===== src/rtl/axis_pkg.sv =====
// Shared definitions for the AXI-Stream sum accumulator: adder sum width,
// the sum word type and a constant-foldable ceil(log2) helper.
package axis_pkg;

  localparam int SUM_W = 16;

  typedef logic [SUM_W-1:0] sum_t;

  // Number of bits needed to count 0..value-1 (minimum 1 for value <= 2).
  function automatic int clog2(input int value);
    int r;
    int v;
    r = 0;
    v = value - 1;
    while (v > 0) begin
      r++;
      v = v >> 1;
    end
    if (r == 0) r = 1;
    return r;
  endfunction

endpackage


===== src/rtl/axis_sum_accumulator_acc_add_sat.sv =====
// Combinational accumulate step: acc + zero-extended sum word, with carry out.
// Build option AXIS_SUM_ACCUMULATOR_SATURATE_EN clamps the result on carry.
module acc_add_sat
  import axis_pkg::*;
#(
  parameter int OUT_W = 20
) (
  input  logic [OUT_W-1:0] acc_i,
  input  sum_t             data_i,
  output logic [OUT_W-1:0] sum_o,
  output logic             carry_o
);

  logic [OUT_W:0] raw;

  assign raw     = {1'b0, acc_i} + {{(OUT_W + 1 - SUM_W){1'b0}}, data_i};
  assign carry_o = raw[OUT_W];

`ifdef AXIS_SUM_ACCUMULATOR_SATURATE_EN
  // A clamped acc keeps re-clamping on any nonzero beat and holds on zero,
  // so the group total stays at full scale until the group ends.
  assign sum_o = raw[OUT_W] ? {OUT_W{1'b1}} : raw[OUT_W-1:0];
`else
  assign sum_o = raw[OUT_W-1:0];
`endif

endmodule


===== src/rtl/axis_sum_accumulator.sv =====
// Accumulates BEATS input sums into one OUT_W-bit total on a registered
// AXI-Stream master port. Optional macro: AXIS_SUM_ACCUMULATOR_SATURATE_EN.
module axis_sum_accumulator
  import axis_pkg::*;
#(
  parameter int BEATS = 4,
  parameter int OUT_W = 20
) (
  input  logic             clk,
  input  logic             rst_n,
  input  logic [SUM_W-1:0] s_axis_data,
  input  logic             s_axis_valid,
  output logic             s_axis_ready,
  output logic [OUT_W-1:0] m_axis_data,
  output logic             m_axis_valid,
  input  logic             m_axis_ready,
  output logic             m_axis_ovf
);

  localparam int CNT_W = clog2(BEATS);
  localparam logic [CNT_W-1:0] LAST_CNT = CNT_W'(BEATS - 1);

  logic [CNT_W-1:0] cnt_q, cnt_d;
  logic [OUT_W-1:0] acc_q, acc_d;
  logic             ovf_q, ovf_d;
  logic [OUT_W-1:0] m_data_q, m_data_d;
  logic             m_valid_q, m_valid_d;
  logic             m_ovf_q, m_ovf_d;

  logic [OUT_W-1:0] step_sum;
  logic             step_carry;
  logic             last_beat;
  logic             out_free;
  logic             in_fire;

  acc_add_sat #(.OUT_W(OUT_W)) u_add (
    .acc_i   (acc_q),
    .data_i  (s_axis_data),
    .sum_o   (step_sum),
    .carry_o (step_carry)
  );

  assign last_beat    = (cnt_q == LAST_CNT);
  assign out_free     = !m_valid_q || m_axis_ready;
  // Only the final beat needs the output register, so earlier beats never stall.
  assign s_axis_ready = !last_beat || out_free;
  assign in_fire      = s_axis_valid && s_axis_ready;

  // NOTE: every always_comb target gets a default first so no path infers a latch.
  always_comb begin
    cnt_d     = cnt_q;
    acc_d     = acc_q;
    ovf_d     = ovf_q;
    m_data_d  = m_data_q;
    m_ovf_d   = m_ovf_q;
    m_valid_d = m_valid_q;

    if (m_valid_q && m_axis_ready) m_valid_d = 1'b0;

    if (in_fire) begin
      if (last_beat) begin
        // Loading here overrides the drain above: back-to-back totals, no bubble.
        m_data_d  = step_sum;
        m_ovf_d   = ovf_q || step_carry;
        m_valid_d = 1'b1;
        acc_d     = '0;
        cnt_d     = '0;
        ovf_d     = 1'b0;
      end else begin
        acc_d = step_sum;
        cnt_d = cnt_q + 1'b1;
        ovf_d = ovf_q || step_carry;
      end
    end
  end

  // NOTE: sequential state uses non-blocking assignments only, so every
  // register samples pre-edge values regardless of statement order.
  always_ff @(posedge clk or negedge rst_n) begin
    if (!rst_n) begin
      cnt_q     <= '0;
      acc_q     <= '0;
      ovf_q     <= 1'b0;
      m_data_q  <= '0;
      m_valid_q <= 1'b0;
      m_ovf_q   <= 1'b0;
    end else begin
      cnt_q     <= cnt_d;
      acc_q     <= acc_d;
      ovf_q     <= ovf_d;
      m_data_q  <= m_data_d;
      m_valid_q <= m_valid_d;
      m_ovf_q   <= m_ovf_d;
    end
  end

  assign m_axis_data  = m_data_q;
  assign m_axis_valid = m_valid_q;
  assign m_axis_ovf   = m_ovf_q;

endmodule


===== config.mk =====
export PLATFORM = sky130hd
export DESIGN_NAME = axis_sum_accumulator
export DESIGN_NICKNAME = d
export VERILOG_FILES = /design/src/rtl/axis_pkg.sv /design/src/rtl/axis_sum_accumulator_acc_add_sat.sv /design/src/rtl/axis_sum_accumulator.sv
export SDC_FILE = /design/constraint.sdc
export NUM_CORES = 1
export LEC_CHECK = 0
export BUFFER_PORTS_ARGS = -buffer_cell sky130_fd_sc_hd__buf_2
export CAP_MARGIN = 20
export CORE_MARGIN = 2
export CORE_UTILIZATION = 25
export DETAILED_ROUTE_END_ITERATION = 16
export GPL_ROUTABILITY_DRIVEN = 0
export PLACE_DENSITY_LB_ADDON = 0.2
export SYNTH_ARGS = -nofsm -noshare
export SYNTH_HDL_FRONTEND = slang
export SYNTH_SLANG_ARGS = --single-unit

===== constraint.sdc =====
create_clock -name clk -period 4.4 [get_ports clk]
set_clock_uncertainty 0.05 [all_clocks]
set_input_delay 0.22 -clock clk [delete_from_list [all_inputs] [get_ports clk]]
set_output_delay 0.22 -clock clk [all_outputs]
set_load 0.01 [all_outputs]

Yosys cells after proc, flatten, opt, wreduce, memory -nomap -nowiden
Cells that the tools add are included.
- flip-flop bits (word level): 45
- input bits: 20
- output and inout bits: 23
- logic and storage cells: 23
- add/sub/neg operators: 2
- eq/ne operators: 1
- mux-type cells: 6
- reduce and logical (&&, ||, !) cells: 8
- operator list (operator ; number):
    $add 20x16->21 ; 1
    $mux 20 ; 1
    $mux 1 ; 4
    $logic_or 1x1->1 ; 3
    $add 2x1->2 const B ; 1
    $eq 2x2->1 const B ; 1
    $logic_and 1x1->1 ; 2
    $logic_not 1->1 ; 2
    $mux 2 ; 1
    $reduce_and 2->1 ; 1

Logic depth before layout (Yosys ltp)
Gate-level depths: netlist of the first run.
- word-level depth: 5
- gate-level depth with buffers: 9
- depth with buffers taken out: 9

Hierarchy
A second synthesis of the first run with hierarchy kept.
- cell total of the unflattened synthesis: 230
- area total of the unflattened synthesis: 2672.6 um^2
- modules (own cells, without submodules) (module ; times used ; cells each ; area an instance (um^2) ; sequential area each (um^2)):
    axis_sum_accumulator ; 1 ; 107 ; 1762.9 ; 1126.1
    acc_add_sat ; 1 ; 123 ; 909.6 ; 0.0

Least setup slack after synthesis of the first run
No wires, ideal clock.
- kind: register -> register
- start: register acc_q[0]
- end: register m_data_q[10], in the netlist m_axis_data[10]
- library setup time: 125 ps
- data arrival time: 2185 ps
- setup slack: 2040 ps
- cell stages (with the launch flop): 10
- clock period less this slack: 2360 ps
- cell sequence: dfrtp_1 > ha_1 > fa_1 > a211oi_2 > nor2_2 > o31ai_2 > inv_1 > a41oi_2 > xnor2_1 > mux2_2
- cells in the longest elaborated chain, start to end: 1
- ends and longest elaborated chain (element ; line ; source):
    start, declared ; axis_sum_accumulator.sv:24 ; logic [OUT_W-1:0] acc_q, acc_d;
    start signal, assigned ; axis_sum_accumulator.sv:82 ; acc_q <= '0;
    start signal, assigned ; axis_sum_accumulator.sv:89 ; acc_q <= acc_d;
    $add 20x16->21 ; axis_sum_accumulator_acc_add_sat.sv:16 ; assign raw = {1'b0, acc_i} + {{(OUT_W + 1 - SUM_W){1'b0}}, data_i};
    end signal, assigned ; axis_sum_accumulator.sv:91 ; m_data_q <= m_data_d;
    end, declared ; axis_sum_accumulator.sv:26 ; logic [OUT_W-1:0] m_data_q, m_data_d;
Every way passes these cells.
A chain may end at the register's enable or synchronous reset.

Worst setup path in the final report of the first run
- start: register acc_q[0]
- end: register acc_q[16]
- cells in the longest elaborated chain, start to end: 2
- ends and longest elaborated chain (element ; line ; source):
    $add 20x16->21 ; axis_sum_accumulator_acc_add_sat.sv:16 ;
    $mux 20 ; axis_sum_accumulator.sv:61 ; if (last_beat) begin
Every way passes these cells.

==> summary.txt, run 1 <==
Routed Antenna Nets: 0
DR WL/cell: 14.2 um
Post CTS Setup Buffer Count: 0
Post-Synthesis Cells: 245
initial antenna violation count: 0
dpl hpwl: 4350 um
crit path max fanout: 4
Max Freq: 375 MHz
Yosys top cell by area: dfrtp_1
largest delay contributor family on the critical path: compound AO/OA/AOI/OAI gates
final wirelength: 5990 um
total power draw: 2.14 mW
CP max stage cell: fa_1
core area: 0.00982 mm2
crit-path cells: ha_1 -> fa_1 -> a211oi_2 -> nor2_2 -> o31ai_2 -> or3_1 -> nand3_1 -> or2_1 -> a31oi_1
CP Launch Type: flop
worst-margin pin slew: 851 ps
total global routing overflow: 0
Pwr Density: 712 mW/mm2
final worst path period share: 60.5%
slew margin rel.: 43.2%
PortBufs: 42
first-pass GRT wire length: 10,500 um
die width: 105 um
Worst Path Buf+Inv: 0
FF+latch count, synth: 45
critical path arrival: 2840 ps
Nets: 327
Post-synth EDFFs: 0
Worst-Skew Late Latency: 300 ps
Max-cap violations: 0
clock root buffer: clkbuf_8
Final Max Tran Viols: 0
Synth Net Count: 283
post-synth top area share: 44.4%
CTS buffer count: 5
RSZ-0062 raised after global routing: no
Overall Global Routing Usage: 11.8%
critical path capture point type: flop
I/O Pins: 43
DR iter-0 viols: 42
Final min period: 2660 ps
most area-consuming cells after synthesis: dfrtp_1, ha_1, nand2_1
DR vias: 1,936
drt pass-1 iters: 4
Die Y: 105 um
Clock Path Buffers: 2
Site Rows: 36
R2R setup slack: 1740 ps
Initial Util: 25.8%
Final Hold Viols: 0
hold_sp: m_axis_ready
CTS hold repair buffers: 0
R2R depth: 9
Hold EP: m_axis_valid
ys async rst share: 100%
CTS tree: done
Total Die Area: 0.0110 mm2
Resized cells post-CTS: 0
layout cells sized above 1: 26.3%
Avg Cell Area, Syn: 10.4 um2
Vias/cell: 4.59
pin count of the biggest net entering global routing: 46
TritonCTS Sinks: 45
class of the worst hold path: in2reg
Synth Flop Type: dfrtp_1
WP data required: 4580 ps
outcome: completed
Worst R2R End: acc_q[16]
number of global-route vias before repair: 2,047
H-tree depth reported by CTS: 2
sequential area share after synthesis: 44.4%
hold depth: 2
# diodes: 0
Area Overhead vs Synth: 18.5%
TNS Setup: 0 ps
Static Leak: 1.41 nW
FF-to-FF Start: acc_q[0]
DRC: 0
synth cell count leaders: dfrtp_1, nand2_1, o21ai_0, a21oi_1, ha_1
clock-pin slew on the worst setup and hold paths: 90 ps
Netlist cell types: 49
Max stage delay on crit path: 440 ps
Post-Syn Area: 0.00254 mm2
cell with the most instances after synthesis: dfrtp_1
VDD IR max: 0.159 mV
Finish-stage setup viols: 0
YS warnings: 0
Critical Path Stages: 9
classification of the worst setup path: reg2reg
cells in the final DEF (no fill, tap or decap), types with 3 or more instances in the layout:
cell type	Yosys	routed
xor2_1	5	5
ha_1	17	17
nor2_1	5	5
a21o_1	7	7
a21oi_1	17	17
clkbuf_8	0	5
nand2_1	37	37
o21ai_1	3	3
nand3b_1	3	3
o21ai_0	20	20
a31oi_1	4	4
mux2_2	11	11
dfrtp_1	45	45
buf_2	1	42
nand3_1	4	4
xnor2_1	11	11
inv_1	4	4
a22o_1	9	9
layout make-up:
| class | instances | area, um2 |
|---|---|---|
| multi-input cells | 188 | 1350 |
| flip-flops and latches | 45 | 1130 |
| well taps | 133 | 166 |
| inverters | 4 | 15.0 |
| clock inverters | 2 | 35.0 |
| fillers | 1057 | 6810 |
| clock buffers | 5 | 68.8 |
| repair buffers | 45 | 248 |
metal layers:
layer  wire length [um]  global-route usage, %
met3                203                   2.68
met4                 74                   3.33
met2               2720                   18.6
met5                  0                      0
met1               2990                   16.2
power by group:
part / internal (mW) / leakage, nW / switching [mW]
Sequential: 0.606 / 0.559 / 0.112
Clock: 0.165 / 0.0540 / 0.144
Combinational: 0.498 / 0.795 / 0.614
Total: 1.27 / 1.41 / 0.870
worst max-delay path by stage:
stage	startpoint	endpoint	slack [ps]
global route	acc_q[0]	m_axis_data[12]	1530
detailed placement	acc_q[0]	acc_q[16]	1760
floorplan	acc_q[0]	m_axis_data[10]	2040
CTS	acc_q[0]	acc_q[16]	1740
global placement	acc_q[0]	acc_q[16]	1760
finish	acc_q[0]	acc_q[16]	1740
sequential cells by signal, summed over array words and instances (netlist names):
register      cells
m_axis_valid      1
acc_q            20
cnt_q             2
m_axis_data      20
m_axis_ovf        1
ovf_q             1
per-stage QoR:
step           std cells  utilization [%]  worst slack [ps]  area (um2)  hold slack [ps]
2_1_floorplan        245                -              2040        2540             -126
3_3_place_gp         413             29.2              1760        2870              386
6_report             422             30.6              1740        3010             92.6
4_1_cts              420             30.3              1740        2980             85.3
3_5_place_dp         413             29.2              1760        2870              414
5_1_grt              422             30.6              1530        3010             82.4
cell families (layout without fill, tap and decap cells):
family / count (synthesis) / after routing / synth area share (%)
AOI/OAI and AO/OA: 81 / 81 / 22.2
and+or+nand+nor: 62 / 62 / 11.3
DFF: 45 / 45 / 44.4
adders and majority gates: 18 / 18 / 9.18
xor gates and xnor gates: 16 / 16 / 5.53
buffers and inverters: 12 / 56 / 2.52
muxes: 11 / 11 / 4.88
(Power assumes the default switching activity.)
==> run 2: changes to the inputs <==
- clock period: 4.4 -> 2.2 ns (I/O delays scaled with it)
==> run 2 against run 1 <==
- the flow now finishes with violations (setup timing)
- power grew 120%
- count of clock-buffer cells in the layout is the same
- first-iteration DRC count grew 62%
- core utilization grew 2.9 points
- maximum frequency grew 14%
- critical endpoint is now m_axis_data[10]
- clock power grew 100%
- die area is the same
- critical path depth grew 1
- sequential share of layout area shrank 3.3 points
- largest power group unchanged
==> summary.txt, run 2 (synthesized netlist as in run 1, its figures left out) <==
outcome: finished, violations left
violated checks: setup timing
Vias/cell: 4.57
number of global-route vias before repair: 2,067
drt pass-1 iters: 4
area of the multi-input gates: 0.00148 mm2
Max Freq: 429 MHz
clock root buffer: clkbuf_8
Clock Path Buffers: 2
Final Hold Viols: 0
die width: 105 um
DR iter-0 viols: 68
class of the worst hold path: in2reg
CP Launch Type: flop
Post CTS Setup Buffer Count: 0
worst setup margin: -131 ps
Final min period: 2330 ps
Max stage delay on crit path: 420 ps
Nets: 349
final core utilization: 33.5%
Routed Antenna Nets: 0
initial antenna violation count: 0
PortBufs: 42
final wirelength: 6300 um
Site Rows: 36
CTS tree: done
core area: 0.00982 mm2
worst-margin pin slew: 593 ps
Final Max Tran Viols: 0
RSZ-0062 raised after global routing: yes
TNS Setup: -1150 ps
clock-pin slew on the worst setup and hold paths: 90 ps
VDD IR max: 0.325 mV
register area: 0.00113 mm2
Overall Global Routing Usage: 12.0%
final worst path period share: 106%
TritonCTS Sinks: 45
pin count of the biggest net entering global routing: 46
CTS buffer count: 5
DR vias: 2,028
slew margin rel.: 60.5%
Finish-stage setup viols: 16
Initial Util: 25.8%
Area Overhead vs Synth: 29.8%
# diodes: 0
Worst-Skew Late Latency: 300 ps
commonest non-fill, non-tap cell in the layout: dfrtp_1
DR WL/cell: 14.2 um
total global routing overflow: 0
layout cells sized above 1: 37.6%
DRC: 0
first-pass GRT wire length: 10,500 um
Pwr Density: 1430 mW/mm2
crit-path cells: ha_4 -> fa_2 -> a211oi_2 -> nor2_2 -> o31ai_2 -> buf_4 -> inv_1 -> a41oi_2 -> xnor2_1 -> mux2_2
filler instances: 1,031
pre-CTS WS: -213 ps
DP Cell Count: 436
I/O Pins: 43
Post-Layout Cell Count: 444
H-tree depth reported by CTS: 2
largest delay contributor family on the critical path: compound AO/OA/AOI/OAI gates
WP data required: 2340 ps
crit path max fanout: 4
CP max stage cell: dfrtp_1
Worst Path Buf+Inv: 2
Die Y: 105 um
most frequent cells in the layout: dfrtp_1, buf_2, nand2_1
critical path capture point type: flop
Static Leak: 1.55 nW
Max-cap violations: 0
critical path arrival: 2470 ps
Total Die Area: 0.0110 mm2
classification of the worst setup path: reg2reg
dpl hpwl: 4400 um
run 2: cell count changes in the layout (fill, tap and decap cells not counted), moves of 3 or more:
cell	change
buf_4	+22
a21oi_1	-4
o21ai_1	+7
xnor2_1	-3
xor2_1	-3
xor2_2	+3
o21ai_0	-8
a21oi_2	+4
xnor2_2	+3
run 2: layout make-up:
cell class / count / share of cell area, %
Multi-Input combinational cell: 188 / 44.9
Sequential cell: 45 / 34.2
Timing Repair Buffer: 67 / 12.2
Tap cell: 133 / 5.05
Clock buffer: 5 / 2.09
Clock inverter: 2 / 1.06
Inverter: 4 / 0.456
run 2: worst register-to-register path, cell delays in order, from the launching register on:
cell and delay, ps:
dfrtp_1 420, ha_4 180, fa_2 350, a211oi_2 210, nor2_2 70, o31ai_2 190
buf_4 170, inv_1 80, a41oi_2 150, xnor2_1 110, mux2_2 270
run 2: where the power goes:
| part | switching (mW) | total [mW] | internal (mW) | leakage [nW] |
|---|---|---|---|---|
| registers | 0.232 | 1.44 | 1.21 | 0.559 |
| logic | 1.36 | 2.65 | 1.29 | 0.936 |
| clock network | 0.296 | 0.627 | 0.331 | 0.0540 |
| total | 1.89 | 4.72 | 2.83 | 1.55 |
run 2: per-layer routing:
metal / track usage, % / vias to the layer above / wire [um]
li1: - / 1011 / -
met1: 16.6 / 971 / 3170
met2: 19.2 / 40 / 2860
met3: 2.18 / 6 / 198
met4: 3.14 / 0 / 70
met5: 0 / - / 0
run 2: final timing paths:
| kind | start | end | slack [ps] | cells past startpoint |
|---|---|---|---|---|
| hold / removal | s_axis_valid | acc_q[0] | 50 | 3 |
| min in group asynchronous | rst_n | m_axis_data[2] | 380 | 3 |
| max in group asynchronous | rst_n | acc_q[17] | 1320 | 3 |
| setup reg to reg | acc_q[0] | m_axis_data[10] | -130 | 10 |
| setup / recovery | acc_q[0] | m_axis_data[10] | -130 | 10 |
| hold reg to reg | m_axis_data[5] | m_axis_data[5] | 430 | 2 |
run 2: per-stage QoR:
step	hold WS, ps	instance area [um2]	power (mW)
2_1_floorplan	-236	2550	3.10
3_3_place_gp	200	3050	3.91
3_5_place_dp	206	3050	3.92
4_1_cts	43.0	3220	4.64
5_1_grt	71.3	3290	5.15
6_report	54.9	3290	4.72
run 2: timing repair:
| item | CTS | global route |
|---|---|---|
| hold endpoints to repair | 46 | 0 |
| pin swaps | 18 | 12 |
| hold buffers | 2 | 0 |
| endpoints found under the setup margin | 26 | 29 |
| gates resized for setup | 12 | 15 |
==> run 3: changes to the inputs <==
- CORE_MARGIN: 2 -> 3
==> run 3 against run 2 <==
- the run still ends with setup timing left
- count of clock-buffer cells in the layout up 2
- register-to-register slack got worse by 20 ps
- first-iteration DRC count decreased by 22%
- critical path depth stayed put
- core utilization rose by 0.15 points
- clock power shrank 15%
- sequential share of layout area down 0.16 points
- design area is 0.46% higher
- cell count rose by 1.1%
- critical endpoint is now m_axis_data[12]
- largest cell class unchanged
==> summary.txt, run 3 (synthesized netlist as in run 1, its figures left out) <==
final worst path period share: 107%
VDD IR max: 0.325 mV
Area Overhead vs Synth: 30.4%
Site Rows: 36
violated checks: setup timing
Clock Path Buffers: 2
H-tree depth reported by CTS: 2
number of global-route vias before repair: 2,103
core area: 0.00982 mm2
Nets: 354
R2R depth: 10
Placed Area: 0.00306 mm2
dpl hpwl: 4510 um
Worst R2R End: m_axis_data[12]
WP data required: 2340 ps
hold slack: 54.3 ps
design area: 0.00331 mm2
Max Freq: 426 MHz
Final min period: 2350 ps
Static Leak: 1.55 nW
launch point of the worst path: acc_q[0]
drt pass-1 iters: 4
Die Y: 107 um
DR WL/cell: 14.0 um
hold_sp: s_axis_valid
outcome: finished, violations left
Total Die Area: 0.0114 mm2
slew margin rel.: 60.2%
Post-Layout Cell Count: 449
layout cells sized above 1: 37.3%
Final Max Tran Viols: 0
hold depth: 3
class of the worst hold path: in2reg
worst setup margin: -150 ps
initial antenna violation count: 0
Max-cap violations: 0
Final Hold Viols: 0
GRT busiest layer: met2
DR vias: 2,022
crit path max fanout: 4
total global routing overflow: 0
RSZ-0062 raised after global routing: yes
Vias/cell: 4.50
Hold EP: acc_q[1]
worst-margin pin slew: 597 ps
GR Util met1: 16.1%
FF-to-FF Start: acc_q[0]
M3 GR Usage: 2.41%
Overall Global Routing Usage: 11.5%
clock root buffer: clkbuf_8
classification of the worst setup path: reg2reg
PortBufs: 42
DP Cell Count: 437
CTS buffer count: 5
CTS tree: done
commonest non-fill, non-tap cell in the layout: dfrtp_1
R2R setup slack: -150 ps
Routed Antenna Nets: 0
I/O Pins: 43
clock-pin slew on the worst setup and hold paths: 90 ps
critical path arrival: 2490 ps
Initial Util: 25.8%
DRC: 0
Finish-stage setup viols: 19
die width: 107 um
Pwr Density: 1410 mW/mm2
Worst-Skew Late Latency: 300 ps
TritonCTS Sinks: 45
final wirelength: 6280 um
DR iter-0 viols: 53
# diodes: 0
CP Launch Type: flop
most frequent cells in the layout: dfrtp_1, buf_2, nand2_1
critical path capture point type: flop
first-pass GRT wire length: 10,600 um
pin count of the biggest net entering global routing: 46
met2 usage: 18.1%
## run 3: cell types whose count changed in the layout (fill, tap and decap cells not counted), sizes merged
cell    previous run  this run
buf               65        70
bufinv             1         0
clkbuf             5         7
clkinv             1         0
## run 3: worst max-delay path, stage by stage (launching register included)
cell and delay, ps:
dfrtp_1 390, ha_2 190, fa_2 350, a211oi_2 210, nor2_2 80, o31ai_2 190
buf_4 170, o211ai_1 90, a21oi_1 170, xnor2_1 100, mux2_2 260
## run 3: power breakdown
group	switching [mW]	internal (mW)	total (mW)	leakage, nW
Clock	0.286	0.250	0.536	0.0443
Combinational	1.35	1.32	2.67	0.951
Sequential	0.241	1.21	1.45	0.559
Total	1.88	2.78	4.66	1.55
## run 3: how the worst max path moves through the flow
stage / endpoint / slack (ps)
after floorplan: m_axis_data[12] / -90
after global placement: acc_q[18] / -210
after detailed placement: m_axis_data[12] / -230
after CTS: m_axis_data[12] / -220
after global routing: m_axis_data[12] / -250
final: m_axis_data[12] / -150
## run 3: layer usage
metal	wire, um	up-vias	share of wire (%)
met3	215	2	3.4
met2	2880	31	46
met4	31	0	0.49
met1	3160	969	50
li1	-	1020	-
met5	0	-	0
## run 3: final cells by class
cell class	instances	area, um2
flip-flops and latches	45	1130
inverters	4	15.0
fillers	1056	6510
repair buffers	72	440
multi-input cells	188	1470
well taps	133	166
clock buffers	7	86.3
## run 3: timing repair
item,CTS,global route
endpoints found under the setup margin,27,29
hold buffers,2,0
setup buffers,1,3
pin swaps,21,16
endpoints found under the hold margin,46,0
gates resized for setup,10,16
## run 3: through the flow
step	setup slack (ps)	util, %	power (mW)	TNS (ps)
4_1_cts	-219	32.6	4.55	-2050
6_report	-150	33.7	4.66	-1300
2_1_floorplan	-88.0	-	3.10	-452
3_5_place_dp	-230	31.2	3.93	-3240
5_1_grt	-246	33.7	5.09	-3840
3_3_place_gp	-205	31.2	3.92	-2860
